**src/rtl/cpu_ctrl.sv**
```systemverilog
// Control sequencer for the 8-register shared-bus CPU: latches an instruction in T0 and decodes bus selects and load enables in T1..T3.
// Build with CPU_MVNZ_EN defined to enable the conditional move (opcode 100); otherwise that opcode is an illegal no-op.
module cpu_ctrl #(
  parameter int DATA_W = 16,
  parameter int IR_W   = 9
) (
  input  logic              clk,
  input  logic              rst,
  input  logic              run,
  input  logic [DATA_W-1:0] din,
  input  logic              g_nz,
  output logic [7:0]        Rout_sel,
  output logic              din_sel,
  output logic              ALUout_sel,
  output logic [7:0]        Rin,
  output logic              Ain,
  output logic              Gin,
  output logic              addsub,
  output logic              done,
  output logic              busy
);

  typedef enum logic [1:0] {T0 = 2'd0, T1 = 2'd1, T2 = 2'd2, T3 = 2'd3} state_e;

  localparam logic [2:0] OP_MV   = 3'b000;
  localparam logic [2:0] OP_MVI  = 3'b001;
  localparam logic [2:0] OP_ADD  = 3'b010;
  localparam logic [2:0] OP_SUB  = 3'b011;
  localparam logic [2:0] OP_MVNZ = 3'b100;

  state_e          state_q, state_d;
  logic [IR_W-1:0] ir_q, ir_d;

  logic [2:0] op, rx, ry;
  logic [7:0] x_oh, y_oh;

  assign op   = ir_q[IR_W-1 -: 3];
  assign rx   = ir_q[5:3];
  assign ry   = ir_q[2:0];
  assign x_oh = 8'b1 << rx;
  assign y_oh = 8'b1 << ry;

  // Upper din bits only carry the mvi immediate, which goes straight onto the bus.
`ifdef CPU_MVNZ_EN
  logic unused_din;
  assign unused_din = ^din[DATA_W-1:IR_W];
`else
  logic unused_din;
  assign unused_din = ^{din[DATA_W-1:IR_W], g_nz, OP_MVNZ};
`endif

  always_ff @(posedge clk) begin
    if (rst) begin
      state_q <= T0;
      ir_q    <= '0;
    end else begin
      state_q <= state_d;
      ir_q    <= ir_d;
    end
  end

  always_comb begin
    state_d = state_q;
    ir_d    = ir_q;
    case (state_q)
      T0: begin
        if (run) begin
          ir_d    = din[IR_W-1:0];
          state_d = T1;
        end
      end
      T1:      state_d = (op == OP_ADD || op == OP_SUB) ? T2 : T0;
      T2:      state_d = T3;
      default: state_d = T0;
    endcase
  end

  always_comb begin
    Rout_sel   = '0;
    din_sel    = 1'b0;
    ALUout_sel = 1'b0;
    Rin        = '0;
    Ain        = 1'b0;
    Gin        = 1'b0;
    addsub     = 1'b0;
    done       = 1'b0;
    busy       = 1'b0;
    if (!rst) begin
      busy = (state_q != T0);
      case (state_q)
        T1: begin
          case (op)
            OP_MV: begin
              Rout_sel = y_oh;
              Rin      = x_oh;
              done     = 1'b1;
            end
            OP_MVI: begin
              din_sel = 1'b1;
              Rin     = x_oh;
              done    = 1'b1;
            end
            OP_ADD, OP_SUB: begin
              Rout_sel = x_oh;
              Ain      = 1'b1;
            end
`ifdef CPU_MVNZ_EN
            OP_MVNZ: begin
              Rout_sel = y_oh;
              Rin      = g_nz ? x_oh : 8'h00;
              done     = 1'b1;
            end
`endif
            default: done = 1'b1;
          endcase
        end
        T2: begin
          Rout_sel = y_oh;
          Gin      = 1'b1;
          addsub   = (op == OP_SUB);
        end
        T3: begin
          ALUout_sel = 1'b1;
          Rin        = x_oh;
          done       = 1'b1;
        end
        default: ;
      endcase
    end
  end

endmodule

```
**config.mk**
```make
export PLATFORM = sky130hd
export DESIGN_NAME = cpu_ctrl
export DESIGN_NICKNAME = d
export VERILOG_FILES = /design/src/rtl/cpu_ctrl.sv
export SDC_FILE = /design/constraint.sdc
export NUM_CORES = 1
export LEC_CHECK = 0
export CORE_MARGIN = 3
export CORE_UTILIZATION = 39
export CTS_CLUSTER_SIZE = 14
export DETAILED_ROUTE_END_ITERATION = 10
export HOLD_SLACK_MARGIN = 0.12
export PLACE_DENSITY = 0.82
export SLEW_MARGIN = 20
export SYNTH_ARGS = -nofsm -noshare
export SYNTH_HDL_FRONTEND = slang
export SYNTH_SLANG_ARGS = --single-unit
```
**constraint.sdc**
```tcl
create_clock -name clk -period 4.78 [get_ports clk]
set_clock_uncertainty 0.2 [all_clocks]
set_input_delay 0.478 -clock clk [delete_from_list [all_inputs] [get_ports clk]]
set_output_delay 0.478 -clock clk [all_outputs]
set_load 0.01 [all_outputs]
```
==> reports/metrics.yaml, run 1 <==
status: "finished, final reports clean"
syn-instance-count: 101
drc: 0
cp-end-kind: "output port"
pre_cts_ws_ns: 1.40
clock_path_buffers: 2
synth_top_area_share_pct: 29.2
cap_violations: 0
setup_ws_ns: 1.41
critPathTopFamily: "buffers and inverters"
start_util_pct: 42.2
cp.depth: 5
worstPathRequired_ns: 4.10
ios: 43
synth_area_um2: 753
ctsResizeCount: 0
cts-buffers-inserted: 3
yosys.area_share.simple_pct: 39.9
setup_viol_count_final: 0
gr-total-overflow: 0
grt_usage_pct: 17.2
fmax_ghz: 0.297
area_delta_synth_final_pct: 50.8
synth_xor_area_share_pct: 0
use_met3_pct: 2.11
hpwl_um: 1590
grt_use_met1_pct: 18.3
num_vias: 866
slew_headroom_pct: 51.5
syn_nets: 126
max_stage_delay_ns: 0.78
fp.dieW_um: 49.9
crit_path_frequent_cell: "clkdlybuf4s50_1"
synthMuxAreaShare_pct: 0
whs_ns: 0.299
rsz0062_at_grt: "false"
antenna_found_initial: 0
worstSetupPathType: "primary input to output port"
hp-class: "register to register"
gp_congestion: 0.797
drtAntennaViolNets: 0
grt_start_max_net_pins: 24
htreeDepth: 1
placed_cell_area_um2: 1110
cts_setup_buffers: 0
fin_crit_ns: 3.37
root_buffer: "clkbuf_4"
yosys.area_share.adder_pct: 8.31
slowest_stage: "clkdlybuf4s50_1"
die-area_um2: 2490
final_area_um2: 1140
n_fill_cell: 163
worstPathMaxFanout: 23
clock_latency_ns: 0.27
synth_top_family_by_area: "simple AND/OR/NAND/NOR gates"
antenna_cells: 0
synth.area.top_cells: "dfxtp_1 (29%), nand2_1 (10%), ha_1 (8.3%)"
grt_pass1_wl_um: 3330
ir_drop_uv: 140
first_pass_iters: 4
synth_top_cell_by_area: "dfxtp_1"
first_global_vias: 798
wl_um: 1980
synth-seq-cells: 11
cts.sinks: 11
power_density_nw_per_um2: 190
cp_cell_sequence: "clkdlybuf4s50_1, and4bb_1, nand3_1, o22ai_1, clkdlybuf4s50_1"
p_leak_uw: 0.000389
wire_per_inst_um: 12.3
via_per_inst: 5.38
busiest_layer: "met2"
port_buffers: 34
setup_tns_ns: 0
period_share_pct: 70.5
use_met2_pct: 31.9
core_um2: 1780
synth_compound_area_share_pct: 19.6
tritoncts: "yes"
rows: 15
drive_gt1_share_pct: 4.41
reg2reg_depth: 5
finalHoldViolCount: 0
num-nets-final: 162
tightest_slew_ns: 0.726
drtIter0Drc: 15
critPathBufInv: 2
ctsHoldBuffers: 0
seqCellArea_um2: 220
holdPathStages: 2
crit_arrival_ns: 2.69
final-instance-count-excl-fill: 161
multi_input_area_um2: 510
yosys.cell_types.count: 25
clkTransAtPathRegs_ns: 0.07
dp.cells: 157
fp.dieH_um: 49.9
maxSlewViolCount: 0
seq_area_frac_synth_pct: 29.2
yosysWarnings: 0
post_synth.cell_area_avg_um2: 7.46
cp-start-kind: "primary input"
[cell usage after synthesis]
cell / number
nor2b_1: 4
or2_2: 2
dfxtp_1: 11
and4b_1: 1
a21oi_1: 12
buf_2: 3
and4bb_1: 1
a311oi_1: 1
a31oi_1: 1
nor3_1: 4
nand2_1: 21
nand3b_1: 3
inv_1: 2
o21ai_0: 1
nor4b_2: 1
and2_1: 1
o32ai_1: 4
o22ai_1: 4
nand3_1: 2
a21o_1: 1
and3_1: 1
nand2b_1: 6
ha_1: 5
nor2_1: 5
nor4_1: 4
[state kept, by name, indices dropped and copies added (netlist names)]
name	flops
state_q	2
ir_q	9
[cell type report]
| type | instances | share of cell area [%] |
|---|---|---|
| multi-input combinational | 85 | 44.9 |
| tap | 25 | 2.75 |
| timing repair buffer | 34 | 30.0 |
| clock buffer | 4 | 2.31 |
| inverter | 2 | 0.661 |
| sequential | 11 | 19.4 |
[worst min-delay path, delay by kind of cell (launching register included)]
kind,cells,cell delay (ns)
AO/OA/AOI/OAI,1,0.05
flip-flops,1,0.33
AND/OR/NAND/NOR,1,0.07
[path summary, 6_finish.rpt]
check                                             start                 endpoint  slack, ns
worst min-delay path               ir_q[5]$_SDFFE_PP0P_     ir_q[5]$_SDFFE_PP0P_       0.30
worst max register to register  state_q[0]$_SDFFE_PP0P_  state_q[0]$_SDFFE_PP0P_       3.20
worst min register to register     ir_q[5]$_SDFFE_PP0P_     ir_q[5]$_SDFFE_PP0P_       0.30
worst max-delay path                                rst              Rout_sel[6]       1.41
[metrics by stage]
stage,utilization [%],total power [uW]
floorplan,-,135
global placement,62.2,154
detailed placement,62.2,156
CTS,63.7,219
global route,63.7,227
finish,63.7,216
[metal layers]
metal,up-vias,routed length [um]
met5,-,0
li1,434,-
met4,0,53
met2,39,958
met3,10,104
met1,383,861
[kinds of logic (layout without fill, tap and decap cells)]
family	count (synthesis)	in the layout
AND/OR/NAND/NOR	56	56
AO/OA/AOI/OAI	24	24
flip-flops	11	11
adder cells (fa/ha/maj)	5	5
buffers and inverters	5	40
[layout by cell type (no fill, tap or decap)]
master | netlist | routed
a311oi_1 | 1 | 1
clkbuf_4 | 0 | 3
nand2_1 | 21 | 21
o21ai_0 | 1 | 1
nand2b_1 | 6 | 6
o32ai_1 | 4 | 4
nor2_1 | 5 | 5
nor2b_1 | 4 | 4
clkbuf_1 | 0 | 1
a21oi_1 | 12 | 12
nand3b_1 | 3 | 3
o22ai_1 | 4 | 4
and4bb_1 | 1 | 1
a21o_1 | 1 | 1
nand3_1 | 2 | 2
nor4_1 | 4 | 4
dfxtp_1 | 11 | 11
nor3_1 | 4 | 4
nor4b_2 | 1 | 1
and3_1 | 1 | 1
and4b_1 | 1 | 1
inv_1 | 2 | 2
and2_1 | 1 | 1
a31oi_1 | 1 | 1
ha_1 | 5 | 5
clkdlybuf4s50_1 | 0 | 34
or2_2 | 2 | 2
[where the power goes]
group | switching [uW] | total (uW) | internal, uW | leakage (uW)
logic | 24.6 | 48.6 | 23.9 | 0.000283
registers | 7.70 | 105 | 97.3 | 0.0000903
clock network | 29.9 | 62.3 | 32.3 | 0.0000150
Power figures use the tool's default switching activity.
==> inputs of run 2 (changes only) <==
- CORE_UTILIZATION: 39 -> 37
- PLACE_DENSITY: 0.82 -> 0.78
- clock period: 4.78 -> 3.3 ns (I/O delays scaled with it)
==> reports/metrics.yaml, run 2 (synthesis gave the netlist of run 1 again) <==
port_buffers: 34  # unchanged
cp-endpoint: "Rout_sel[3]"  # was Rout_sel[6]
cts.sinks: 11  # unchanged
fmax_ghz: 0.341
grt_pass1_wl_um: 3380  # was 3330 um
worstPathRequired_ns: 2.77  # was 4.10 ns
drtIter0Drc: 7  # was 15
fin_crit_ns: 2.93
gp_congestion: 0.796  # was 0.797
tritoncts: "yes"  # unchanged
slowest_stage: "clkdlybuf4s50_1"  # unchanged
ir_drop_uv: 271  # was 140 uV
cts-buffers-inserted: 3  # unchanged
critPathBufInv: 2  # unchanged
period_share_pct: 88.7
status: "finished, final reports clean"  # unchanged
grt_start_max_net_pins: 14  # was 24
reg2reg_to: "state_q[0]$_SDFFE_PP0P_"  # unchanged
ctsResizeCount: 0  # unchanged
pwr-share-clk_pct: 28.7  # was 28.9%
grt_usage_pct: 16.9  # was 17.2%
fp.dieH_um: 51.1  # was 49.9 um
maxSlewViolCount: 0  # unchanged
clkTransAtPathRegs_ns: 0.07  # about the same
area_delta_synth_final_pct: 52.0  # was 50.8%
critPathTopFamily: "buffers and inverters"  # unchanged
worstSetupPathType: "register to output port"  # was primary input to output port
reg2reg_from: "state_q[0]$_SDFFE_PP0P_"  # unchanged
ff2ff_setup_slack_ns: 1.70  # was 3.20 ns
max_stage_delay_ns: 0.59  # was 0.78 ns
setup_viol_count_final: 0  # unchanged
layout_commonest_cell: "clkdlybuf4s50_1"  # unchanged
wl_um: 2100  # was 1980 um
die-area_um2: 2610  # was 2490 um2
combinationalPowerShare_pct: 22.8  # was 22.5%
p_int_uw: 221  # was 154 uW
finalHoldViolCount: 0  # unchanged
drtAntennaViolNets: 0  # unchanged
cp.depth: 6  # was 5
switchingPower_uw: 93.9  # was 62.3 uW
antenna_cells: 0  # unchanged
hp-class: "register to register"  # unchanged
cap_violations: 0  # unchanged
first_pass_iters: 4  # unchanged
ctsHoldBuffers: 0  # unchanged
htreeDepth: 1  # unchanged
clock_path_buffers: 2  # unchanged
p_leak_uw: 0.000396  # was 0.000389 uW
largest_register: "ir_q"  # unchanged
root_buffer: "clkbuf_4"  # unchanged
sw_frac_of_total_pct: 29.8  # was 28.9%
num-nets-final: 163  # was 162
clock_latency_ns: 0.27  # about the same
power_density_nw_per_um2: 275  # was 190 nW/um2
largest_reg_flops: 9  # unchanged
top_regs: "ir_q (9), state_q (2)"  # unchanged
crit_start: "state_q[0]$_SDFFE_PP0P_"  # was rst
wire_per_inst_um: 13.0  # was 12.3 um
crit_arrival_ns: 2.40  # was 2.69 ns
placed_cell_area_um2: 1120  # was 1110 um2
pwr-share-seq_pct: 48.5  # was 48.7%
antenna_found_initial: 0  # unchanged
fp.dieW_um: 51.1  # was 49.9 um
drive_gt1_share_pct: 5.84  # was 4.41%
cts_setup_buffers: 0  # unchanged
rows: 15  # unchanged
worstPathMaxFanout: 5  # was 23
first_global_vias: 782  # was 798
layout_common_cells: "clkdlybuf4s50_1 (34), nand2_1 (21), a21oi_1 (12)"  # unchanged
core_um2: 1820  # was 1780 um2
via_per_inst: 5.43  # was 5.38
cp_cell_sequence: "inv_1, ha_1, nor2b_1, nand3_1, o32ai_1, clkdlybuf4s50_1"  # was clkdlybuf4s50_1, and4bb_1, nand3_1, o22ai_1, clkdlybuf4s50_1
slew_headroom_pct: 63.8  # was 51.5%
num_vias: 880  # was 866
reg2reg_depth: 5  # unchanged
cp-end-kind: "output port"  # unchanged
ios: 43  # unchanged
final_area_um2: 1140  # about the same
tightest_slew_ns: 0.543  # was 0.726 ns
rsz0062_at_grt: "false"  # unchanged
setup_tns_ns: 0  # unchanged
gr-total-overflow: 0  # unchanged
start_util_pct: 41.4  # was 42.2%
drc: 0  # unchanged
cp-start-kind: "register"  # was primary input
run 2: changes by cell type in the layout (fill, tap and decap cells not counted):
cell | previous run | this run
buf_4 | 0 | 1
clkbuf_1 | 1 | 0
clkinv_2 | 0 | 1
run 2: worst min path at each step:
stage | slack [ns] | end | start | depth (start not counted)
after floorplan | 0.27 | ir_q[3]$_SDFFE_PP0P_ | ir_q[3]$_SDFFE_PP0P_ | 2
after global placement | 0.28 | ir_q[5]$_SDFFE_PP0P_ | ir_q[5]$_SDFFE_PP0P_ | 2
after detailed placement | 0.29 | ir_q[5]$_SDFFE_PP0P_ | ir_q[5]$_SDFFE_PP0P_ | 2
after CTS | 0.30 | ir_q[5]$_SDFFE_PP0P_ | ir_q[5]$_SDFFE_PP0P_ | 2
after global routing | 0.33 | ir_q[3]$_SDFFE_PP0P_ | ir_q[3]$_SDFFE_PP0P_ | 2
final | 0.30 | ir_q[5]$_SDFFE_PP0P_ | ir_q[5]$_SDFFE_PP0P_ | 2
run 2: layout make-up:
cell class / instances / area [um2]
repair buffers: 35 / 348
fillers: 178 / 676
well taps: 25 / 31.3
clock buffers: 3 / 22.5
clock inverters: 1 / 5.00
multi-input cells: 85 / 510
flip-flops and latches: 11 / 220
inverters: 2 / 7.51
run 2: metal layers:
metal  up-vias  global-route usage (%)  wire, um
li1        442                       -         -
met1       404                    17.0       886
met2        32                    32.8      1090
met3         2                    3.79       101
met4         0                    6.73        19
met5         -                       0         0
run 2: worst min-delay path, cell delays in order (launching register included):
cell and delay (ns):
dfxtp_1 0.34, nand2_1 0.06, a21oi_1 0.06
run 2: power groups by stage:
stage | Clock [uW] | Combinational (uW) | Sequential [uW]
2_1_floorplan | 0 | 43.8 | 152
3_3_place_gp | 0 | 70.4 | 154
3_5_place_dp | 0 | 72.0 | 156
4_1_cts | 93.6 | 72.4 | 152
5_1_grt | 99.8 | 78.5 | 154
6_report | 90.4 | 71.9 | 153
run 2: metrics by stage:
step | std cells | util [%] | setup slack (ns) | hold slack [ns] | total power, uW
finish | 162 | 62.9 | 0.372 | 0.303 | 315
global route | 162 | 62.9 | 0.152 | 0.325 | 332
CTS | 162 | 62.9 | 0.381 | 0.301 | 318
detailed placement | 158 | 61.4 | 0.489 | 0.291 | 228
global placement | 158 | 61.4 | 0.555 | 0.276 | 225
floorplan | 101 | - | 1.32 | 0.265 | 196
